## src/rtl/simmem_pkg.sv

```systemverilog
// Shared types and timing constants for the simulated-memory write path.
// Costs are in clock cycles; DelayWidth must hold the largest cost minus one.
package simmem_pkg;

    localparam int unsigned AxAddrWidth            = 16;
    localparam int unsigned RowBufferLenWidth      = 8;
    localparam int unsigned IdWidth                = 4;
    localparam int unsigned WriteRespBankAddrWidth = 4;

    localparam int unsigned DelayWidth     = 8;
    localparam int unsigned RowHitCost     = 10;
    localparam int unsigned PrechargeCost  = 50;
    localparam int unsigned ActivationCost = 45;

    typedef logic [IdWidth-1:0]                          axi_id_t;
    typedef logic [WriteRespBankAddrWidth-1:0]           write_iid_t;
    typedef logic [AxAddrWidth-RowBufferLenWidth-1:0]    row_id_t;

    typedef struct packed {
        axi_id_t                id;
        logic [AxAddrWidth-1:0] addr;
        logic [7:0]             burst_len;
        logic [2:0]             burst_size;
        logic [1:0]             burst_type;
    } waddr_t;

    function automatic row_id_t row_of(input logic [AxAddrWidth-1:0] addr);
        return addr[AxAddrWidth-1:RowBufferLenWidth];
    endfunction

endpackage

```

## src/rtl/simmem_req_fifo.sv

```systemverilog
// Pending-request FIFO: registered output, push and pop may coincide.
// Callers must not push when full or pop when empty.
module simmem_req_fifo #(
    parameter int unsigned Depth = 4,
    parameter int unsigned Width = 8
) (
    input  logic             clk_i,
    input  logic             rst_ni,
    input  logic             push_i,
    input  logic [Width-1:0] data_i,
    input  logic             pop_i,
    output logic [Width-1:0] data_o,
    output logic             full_o,
    output logic             empty_o
);

    localparam int unsigned PtrW = (Depth > 1) ? $clog2(Depth) : 1;
    localparam int unsigned CntW = PtrW + 1;
    localparam logic [CntW-1:0] DepthCnt = CntW'(Depth);

    logic [Width-1:0] mem_q [Depth];
    logic [PtrW-1:0]  wptr_q, rptr_q;
    logic [CntW-1:0]  cnt_q;

    assign full_o  = (cnt_q == DepthCnt);
    assign empty_o = (cnt_q == '0);
    assign data_o  = mem_q[rptr_q];

    // Storage carries no reset; the count alone decides what is valid.
    always_ff @(posedge clk_i) begin
        if (push_i) begin
            mem_q[wptr_q] <= data_i;
        end
    end

    always_ff @(posedge clk_i or negedge rst_ni) begin
        if (!rst_ni) begin
            wptr_q <= '0;
            rptr_q <= '0;
            cnt_q  <= '0;
        end else begin
            if (push_i) wptr_q <= wptr_q + 1'b1;
            if (pop_i)  rptr_q <= rptr_q + 1'b1;
            case ({push_i, pop_i})
                2'b10:   cnt_q <= cnt_q + 1'b1;
                2'b01:   cnt_q <= cnt_q - 1'b1;
                default: cnt_q <= cnt_q;
            endcase
        end
    end

endmodule

```

## src/rtl/simmem_wdelay_calc.sv

```systemverilog
// Single-bank write-delay model: requests are served in acceptance order with
// precharge/activate/access costs depending on the open-row state.
module simmem_wdelay_calc
    import simmem_pkg::*;
#(
    parameter int unsigned FifoDepth = 4
) (
    input  logic                              clk_i,
    input  logic                              rst_ni,
    input  waddr_t                            waddr_i,
    input  logic [WriteRespBankAddrWidth-1:0] waddr_iid_i,
    input  logic                              waddr_valid_i,
    output logic                              waddr_ready_o,
    output logic                              release_valid_o,
    output logic [WriteRespBankAddrWidth-1:0] release_iid_o
);

    typedef enum logic [1:0] {IDLE, PRECHARGE, ACTIVATE, ACCESS} state_e;

    typedef struct packed {
        row_id_t    row;
        write_iid_t iid;
    } req_t;

    localparam logic [DelayWidth-1:0] HitLoad = DelayWidth'(RowHitCost - 1);
    localparam logic [DelayWidth-1:0] PreLoad = DelayWidth'(PrechargeCost - 1);
    localparam logic [DelayWidth-1:0] ActLoad = DelayWidth'(ActivationCost - 1);

    state_e                state_q, state_d;
    logic [DelayWidth-1:0] cnt_q, cnt_d;
    row_id_t               open_row_q, open_row_d;
    logic                  open_valid_q, open_valid_d;
    req_t                  cur_q, cur_d;
    write_iid_t            last_iid_q;

    req_t fifo_in, head;
    logic fifo_full, fifo_empty, push, pop;

    // Only the row bits of the address matter to the bank model.
    logic unused_fields;
    assign unused_fields = ^{waddr_i.id, waddr_i.addr[RowBufferLenWidth-1:0],
                             waddr_i.burst_len, waddr_i.burst_size, waddr_i.burst_type};

    assign fifo_in       = '{row: row_of(waddr_i.addr), iid: waddr_iid_i};
    assign waddr_ready_o = ~fifo_full;
    assign push          = waddr_valid_i & ~fifo_full;
    assign pop           = (state_q == IDLE) & ~fifo_empty;

    simmem_req_fifo #(
        .Depth (FifoDepth),
        .Width ($bits(req_t))
    ) u_req_fifo (
        .clk_i   (clk_i),
        .rst_ni  (rst_ni),
        .push_i  (push),
        .data_i  (fifo_in),
        .pop_i   (pop),
        .data_o  (head),
        .full_o  (fifo_full),
        .empty_o (fifo_empty)
    );

    always_comb begin
        state_d         = state_q;
        cnt_d           = cnt_q;
        open_row_d      = open_row_q;
        open_valid_d    = open_valid_q;
        cur_d           = cur_q;
        release_valid_o = 1'b0;
        case (state_q)
            IDLE: begin
                if (!fifo_empty) begin
                    cur_d = head;
                    if (open_valid_q && (open_row_q == head.row)) begin
                        state_d = ACCESS;
                        cnt_d   = HitLoad;
                    end else if (!open_valid_q) begin
                        state_d = ACTIVATE;
                        cnt_d   = ActLoad;
                    end else begin
                        state_d = PRECHARGE;
                        cnt_d   = PreLoad;
                    end
                end
            end
            PRECHARGE: begin
                if (cnt_q == '0) begin
                    open_valid_d = 1'b0;
                    state_d      = ACTIVATE;
                    cnt_d        = ActLoad;
                end else begin
                    cnt_d = cnt_q - 1'b1;
                end
            end
            ACTIVATE: begin
                if (cnt_q == '0) begin
                    open_row_d   = cur_q.row;
                    open_valid_d = 1'b1;
                    state_d      = ACCESS;
                    cnt_d        = HitLoad;
                end else begin
                    cnt_d = cnt_q - 1'b1;
                end
            end
            ACCESS: begin
                if (cnt_q == '0) begin
                    release_valid_o = 1'b1;
                    state_d         = IDLE;
                end else begin
                    cnt_d = cnt_q - 1'b1;
                end
            end
            default: state_d = IDLE;
        endcase
    end

    // cur_q changes at the next pop, so the idle-time iid comes from last_iid_q.
    assign release_iid_o = release_valid_o ? cur_q.iid : last_iid_q;

    always_ff @(posedge clk_i or negedge rst_ni) begin
        if (!rst_ni) begin
            state_q      <= IDLE;
            cnt_q        <= '0;
            open_row_q   <= '0;
            open_valid_q <= 1'b0;
            cur_q        <= '0;
            last_iid_q   <= '0;
        end else begin
            state_q      <= state_d;
            cnt_q        <= cnt_d;
            open_row_q   <= open_row_d;
            open_valid_q <= open_valid_d;
            cur_q        <= cur_d;
            if (release_valid_o) last_iid_q <= cur_q.iid;
        end
    end

endmodule

```

## config.mk

```make
export PLATFORM = sky130hd
export DESIGN_NAME = simmem_wdelay_calc
export DESIGN_NICKNAME = d
export VERILOG_FILES = /design/src/rtl/simmem_pkg.sv /design/src/rtl/simmem_req_fifo.sv /design/src/rtl/simmem_wdelay_calc.sv
export SDC_FILE = /design/constraint.sdc
export NUM_CORES = 1
export LEC_CHECK = 0
export CAP_MARGIN = 0
export CORE_ASPECT_RATIO = 0.6
export CORE_MARGIN = 4
export CORE_UTILIZATION = 55
export CTS_CLUSTER_DIAMETER = 50
export CTS_CLUSTER_SIZE = 14
export DETAILED_ROUTE_END_ITERATION = 6
export GPL_ROUTABILITY_DRIVEN = 0
export PLACE_DENSITY = 0.85
export SLEW_MARGIN = 20
export SYNTH_ARGS = -nofsm -noshare
export SYNTH_HDL_FRONTEND = slang
export SYNTH_SLANG_ARGS = --single-unit
```

## constraint.sdc

```tcl
create_clock -name clk_i -period 3.4 [get_ports clk_i]
set_input_delay 0.68 -clock clk_i [delete_from_list [all_inputs] [get_ports clk_i]]
set_output_delay 0.68 -clock clk_i [all_outputs]
set_load 0.01 [all_outputs]
```

; ---- Yosys cells after proc, flatten, opt, wreduce, memory -nomap -nowiden
; Memories as Yosys holds them, arrays and structs flattened.
; Index checks and enable logic that the tools add are counted.
[totals]
memories = 1
ramBits = 48
in_bits = 40
ff_bits = 42
[mem_list]
columns = memory, words, word_bits, rd, rd_clocked_by_memory_dff, write_ports, line
row1 = u_req_fifo.mem_q, 4, 12, 1, 0, 1, simmem_req_fifo.sv:21  ; logic [Width-1:0] mem_q [Depth];
[classes]
n_mux = 23
bitwise_logic = 4
n_eq_ne = 12
n_reduce_logical = 11
addsub = 5
[ops]
columns = operator, count
row1 = two-way mux 8 bit, 4
row2 = case mux 8 bit (4 select lines), 1
row3 = two-way mux 2 bit, 6
row4 = "!= test 2 bit, second input constant", 5
row5 = == test 8 bit, 1
row6 = zero test 8 bit, 1
row7 = case mux 2 bit (4 select lines), 1
row8 = "subtractor 8 x 1 -> 8 bit, second input constant", 1
row9 = "== test 2 bit, second input constant", 3
row10 = two-way mux 1 bit, 6
row11 = two-way mux 6 bit, 1
row12 = case mux 3 bit (2 select lines), 1
row13 = AND reduction 2 bit, 3
row14 = two-way mux 5 bit, 1
row15 = "adder 2 x 1 -> 2 bit, second input constant", 2
row16 = "== test 2 x 1 -> 1 bit, second input constant", 2
row17 = two-way mux 4 bit, 1
row18 = AND reduction 4 bit, 1
row19 = nonzero test 2 bit, 2
row20 = "adder 3 x 1 -> 3 bit, second input constant", 1
row21 = "== test 3 bit, second input constant", 1
row22 = zero test 3 bit, 1
row23 = AND reduction 3 bit, 1
row24 = "subtractor 3 x 1 -> 3 bit, second input constant", 1
row25 = 5 further kinds, 7

; ---- Depth between registers and ports, before layout
; An unclocked memory read counts as a cell.
[logic_depth]
ltp_word = 6
mapped_depth = 12
ltp_nobuf = 10

; ---- Modules after synthesis
; Synthesis repeated with hierarchy kept, for this count alone.
[hier_totals]
hier_cells = 250
hier_area_um2 = 3911.3
[modules_own_cells]
columns = module, area_per_inst_um2, instances, cells_per_inst
row1 = simmem_req_fifo, 2158.3, 1, 99
row2 = simmem_wdelay_calc, 1752.9, 1, 151

; ---- Least setup slack after synthesis
; Ideal clock, no wire load.
[synth_path]
path_type = register to register
start = reg state_q[0]
end = reg u_req_fifo.cnt_q[2]
slack_ns = 0.828
synth_period_minus_slack_ns = 2.572
path_buffers = 2
arrival_time_ns = 2.493
t_required_ns = 3.321
stages_incl_launch_ff = 13
setup_time_ns = 0.079
path_cell_list = dfrtp_1 > inv_1 > ha_1 > clkbuf_1 > nand2b_1 > inv_1 > buf_1 > ha_1 > inv_1 > fa_1 > xor2_1 > nor2_1 > xor2_1
[synth_between]
elab_chain_cells = 4
word_cells_on_any_way = 6
[synth_rtl]
columns = element, line
row1 = from (decl), simmem_wdelay_calc.sv:29  ; state_e state_q, state_d;
row2 = from (signal assigned), simmem_wdelay_calc.sv:129  ; state_q <= state_d;
row3 = zero test 2 bit (*), simmem_wdelay_calc.sv:47  ; assign pop = (state_q == IDLE) & ~fifo_empty;
row4 = AND 1 bit (*), simmem_wdelay_calc.sv:47
row5 = net pop, simmem_wdelay_calc.sv:37  ; logic fifo_full, fifo_empty, push, pop;
row6 = == test 2 x 1 -> 1 bit / == test 2 bit (equally long branches), simmem_req_fifo.sv:44  ; case ({push_i, pop_i})
row7 = case mux 3 bit (2 select lines) / nonzero test 2 bit (equally long branches), --
row8 = to (signal assigned), simmem_req_fifo.sv:45  ; 2'b10: cnt_q <= cnt_q + 1'b1;
row9 = to (signal assigned), simmem_req_fifo.sv:46  ; 2'b01: cnt_q <= cnt_q - 1'b1;
row10 = to (signal assigned), simmem_req_fifo.sv:47  ; default: cnt_q <= cnt_q;
row11 = to (decl), simmem_req_fifo.sv:23  ; logic [CntW-1:0] cnt_q;
; Mark *: on every way through the listed nets, which the timed path passes. The rest lies on a longest branch.
; A chain may end at the register's enable or synchronous reset.

; ---- Worst setup path after layout
[layout_path]
start = reg cnt_q[0]
end = out release_iid_o[0]
[layout_between]
elab_chain_cells = 4
[layout_rtl]
columns = element, line
row1 = from (decl), simmem_wdelay_calc.sv:30  ; logic [DelayWidth-1:0] cnt_q, cnt_d;
row2 = from (signal assigned), simmem_wdelay_calc.sv:130  ; cnt_q <= cnt_d;
row3 = zero test 8 bit, simmem_wdelay_calc.sv:106  ; if (cnt_q == '0) begin
row4 = two-way mux 1 bit, simmem_wdelay_calc.sv:106
row5 = two-way mux 1 bit, simmem_wdelay_calc.sv:70  ; case (state_q)
row6 = two-way mux 4 bit, --
row7 = to (decl), simmem_wdelay_calc.sv:15  ; output logic [WriteRespBankAddrWidth-1:0] release_iid_o
; No other way between the ends.

==> results.py <==
metrics = {
    "status": {
        "status": "completed",
    },
    "cells_and_area": {
        "multiInputGateArea_mm2": 0.00133,
        "drive_above_1_share_pct": 10.8,
        "ff_latch_area_mm2": 0.00249,
        "antenna_cells": 0,
        "num-nets-final": 369,
        "nFillCells": 476,
        "postLayoutCellArea_mm2": 0.00456,
        "area_delta_synth_final_pct": 16.3,
    },
    "timing": {
        "setup_viol": 0,
        "finalSetupTns_ps": 0,
        "worst_pin_slew_ps": 922,
        "rsz0062_at_grt": "false",
        "slew_viol_final": 0,
        "finalClockSkew_ps": 4.45,
        "slew_headroom_pct": 38.5,
        "hold_viol_final": 0,
        "period_share_pct": 93.2,
        "fmaxAchievable_ghz": 0.316,
        "min_period_ps": 3170,
        "worst_hold_slack_ps": 464,
    },
    "worst_setup_path": {
        "cp.required_ps": 2720,
        "crit_arrival_ps": 2490,
        "worstPathMaxFanout": 5,
        "critical_path_class": "reg -> out",
        "slowest_stage": "clkdlybuf4s50_1",
        "worst_path_largest_cell_delay_ps": 560,
        "cp_cell_sequence": "inv_1 > ha_1 > nor3b_2 > nand3_1 > inv_1 > nand2_1 > nand2_1 > clkdlybuf4s50_1",
        "end_kind": "output pin",
        "start_kind": "register",
    },
    "floorplanning": {
        "start_util_pct": 57.8,
        "ios": 46,
        "die_area_mm2": 0.00859,
        "core_region_area_mm2": 0.00679,
        "rows": 23,
        "die_w_um": 117,
        "die_y_um": 73.4,
    },
    "clocking": {
        "ctsHoldBuffers": 0,
        "clkSinkCount": 90,
        "cts_tree": "yes",
        "clk_latency_ps": 340,
        "clockRootBuffer": "clkbuf_16",
        "clk_path_buf_depth": 2,
        "cts-htree-levels": 3,
        "post_cts_buffers": 0,
        "clk_pin_slew_worst_paths_ps": 60,
        "cts_resized": 0,
        "numCtsBuffers": 9,
    },
    "synth": {
        "synth_xor_area_share_pct": 3.13,
        "synth_top_cell_by_area": "edfxtp_1",
        "synth_seq_area_share_pct": 63.5,
        "synth_warnings": 0,
        "synthAdderAreaFrac_pct": 3.70,
        "synth_edf_count": 48,
        "yosys.area_share.simple_pct": 11.7,
        "synth.area.top_cells": "edfxtp_1 (37%), dfrtp_1 (27%), nand2_1 (5.8%)",
        "syn-instance-count": 290,
        "synth.cell_area_mm2": 0.00392,
        "syn_area_per_cell_um2": 13.5,
        "ys_ff_latch": 90,
        "synth_nets": 341,
        "ys.flop_type": "edfxtp_1",
        "synth_compound_area_share_pct": 4.94,
        "yosysMostFrequentCell": "nand2_1",
        "synth_mux_area_share_pct": 10.0,
        "synth.distinct_cells": 51,
        "yosysTopAreaCellShare_pct": 36.7,
        "synth.top_cells.by_count": "nand2_1 (61), edfxtp_1 (48), dfrtp_1 (42), inv_1 (16), xnor2_1 (12)",
        "synth_top_family_by_area": "simple AND/OR/NAND/NOR gates",
        "async_flop_share_pct": 46.7,
    },
    "drt": {
        "drtIter0Drc": 195,
        "first_pass_iters": 5,
        "avgViaCountPerCell": 5.74,
        "wire_per_inst_um": 17.4,
        "drc": 0,
        "detail-route-antenna-nets": 0,
        "routed_wirelength_um": 7150,
        "vias": 2355,
    },
    "placement": {
        "placed_area_mm2": 0.00421,
        "hpwl_um": 4820,
        "numPortBuffers": 20,
    },
    "worst_hold_path": {
        "hp-class": "reg -> reg",
    },
    "global_routing": {
        "antenna_found_initial": 0,
        "grt_pass1_wl_um": 11700,
        "grt_max_degree": 43,
        "track_usage_pct": 18.7,
        "grt_pass1_vias": 2335,
        "gr-total-overflow": 0,
    },
    "pwr": {
        "power_density_mw_per_mm2": 949,
        "irDropWorstVdd_uv": 466,
        "switching_share_pct": 34.4,
        "p_comb_share_pct": 33.9,
        "p_int_mw": 2.84,
        "clockPowerShare_pct": 25.0,
        "seqPwrFrac_pct": 41.0,
        "total_power_mw": 4.33,
        "p_sw_mw": 1.49,
        "leakagePower_nw": 1.89,
    },
    "flow_run": {
        "max_cap_violations": 0,
    },
}
-- per-layer routing --
metal	vias to the layer above	global-route usage [%]	wire length, µm
met5	-	0	0
met1	1176	26.8	3390
met3	11	7.90	477
met2	70	26.5	3200
li1	1098	-	-
met4	0	5.47	88
-- final timing paths --
| check | from | endpoint | slack, ps | cells past startpoint |
|---|---|---|---|---|
| worst min register to register | cur_q[8]$_DFFE_PN0P_ | cur_q[8]$_DFFE_PN0P_ | 460 | 2 |
| worst min-delay path | cur_q[8]$_DFFE_PN0P_ | cur_q[8]$_DFFE_PN0P_ | 460 | 2 |
| min in group asynchronous | rst_ni | open_row_q[7]$_DFFE_PN0P_ | 470 | 1 |
| max in group asynchronous | rst_ni | open_valid_q$_DFFE_PN0P_ | 2350 | 1 |
| worst max register to register | state_q[1]$_DFFE_PN0P_ | u_req_fifo.cnt_q[2]$_DFFE_PN0P_ | 920 | 11 |
| worst max-delay path | cnt_q[0]$_DFFE_PN0P_ | release_iid_o[0] | 230 | 8 |
-- flip-flops by register name, indices dropped and copies added (netlist names) --
name and flops:
u_req_fifo.wptr_q 2, open_valid_q 1, u_req_fifo.rptr_q 2, state_q 2
u_req_fifo.mem_q 48, u_req_fifo.cnt_q 3, cnt_q 8, open_row_q 8
cur_q 12, last_iid_q 4
-- layout by cell type, fill, tap and decap left out, types with 2 or more instances in the layout --
master / synthesis / layout
nand2_1: 61 / 61
edfxtp_1: 48 / 48
dfrtp_1: 42 / 42
clkdlybuf4s50_1: 0 / 19
inv_1: 16 / 16
xnor2_1: 12 / 12
clkbuf_16: 0 / 12
o21ai_0: 10 / 10
ha_1: 10 / 10
mux2_1: 8 / 8
nor2_1: 7 / 7
mux4_2: 6 / 6
mux4_1: 6 / 6
a21oi_1: 6 / 6
buf_4: 0 / 5
nand3_1: 4 / 4
nor3_1: 4 / 4
and3_1: 4 / 4
o21ai_1: 3 / 3
and2_1: 2 / 2
or3_1: 2 / 2
nand4_1: 2 / 2
nor4_1: 2 / 2
xor2_1: 2 / 2
inv_6: 0 / 2
-- area by class of cell --
class / instances / area share (%)
tap: 87 / 2.39
inverter: 16 / 1.32
clock buffer: 13 / 6.88
multi-input combinational: 176 / 29.0
clock inverter: 3 / 0.631
timing repair buffer: 25 / 5.10
sequential: 90 / 54.6
-- per-stage QoR --
step | utilization [%] | std cells | setup slack (ps)
after floorplan | - | 290 | 828
after global placement | 62.0 | 394 | 560
after detailed placement | 62.0 | 394 | 495
after CTS | 67.0 | 410 | 94.7
after global routing | 67.2 | 410 | 64.8
final | 67.2 | 410 | 232
-- critical path: cells and delay by family, from the launching register on --
family,cells,cell delay (ps)
adders and majority gates,1,200
buffers and inverters,3,820
DFF,1,420
and+or+nand+nor,4,710
-- power by group through the flow --
stage | clock (mW) | sequential, mW | combinational [mW]
after floorplan | 0 | 1.66 | 1.20
after global placement | 0 | 1.77 | 1.38
after detailed placement | 0 | 1.79 | 1.46
after CTS | 1.10 | 1.77 | 1.47
after global routing | 1.16 | 1.82 | 1.64
final | 1.08 | 1.78 | 1.47
-- cell families after synthesis --
kind of cell / count (synthesis)
fa+ha+maj: 11
buf+inv: 24
xor+xnor: 14
simple gates: 99
compound gates: 31
flops: 90
mux: 21
(Power assumes the default switching activity.)
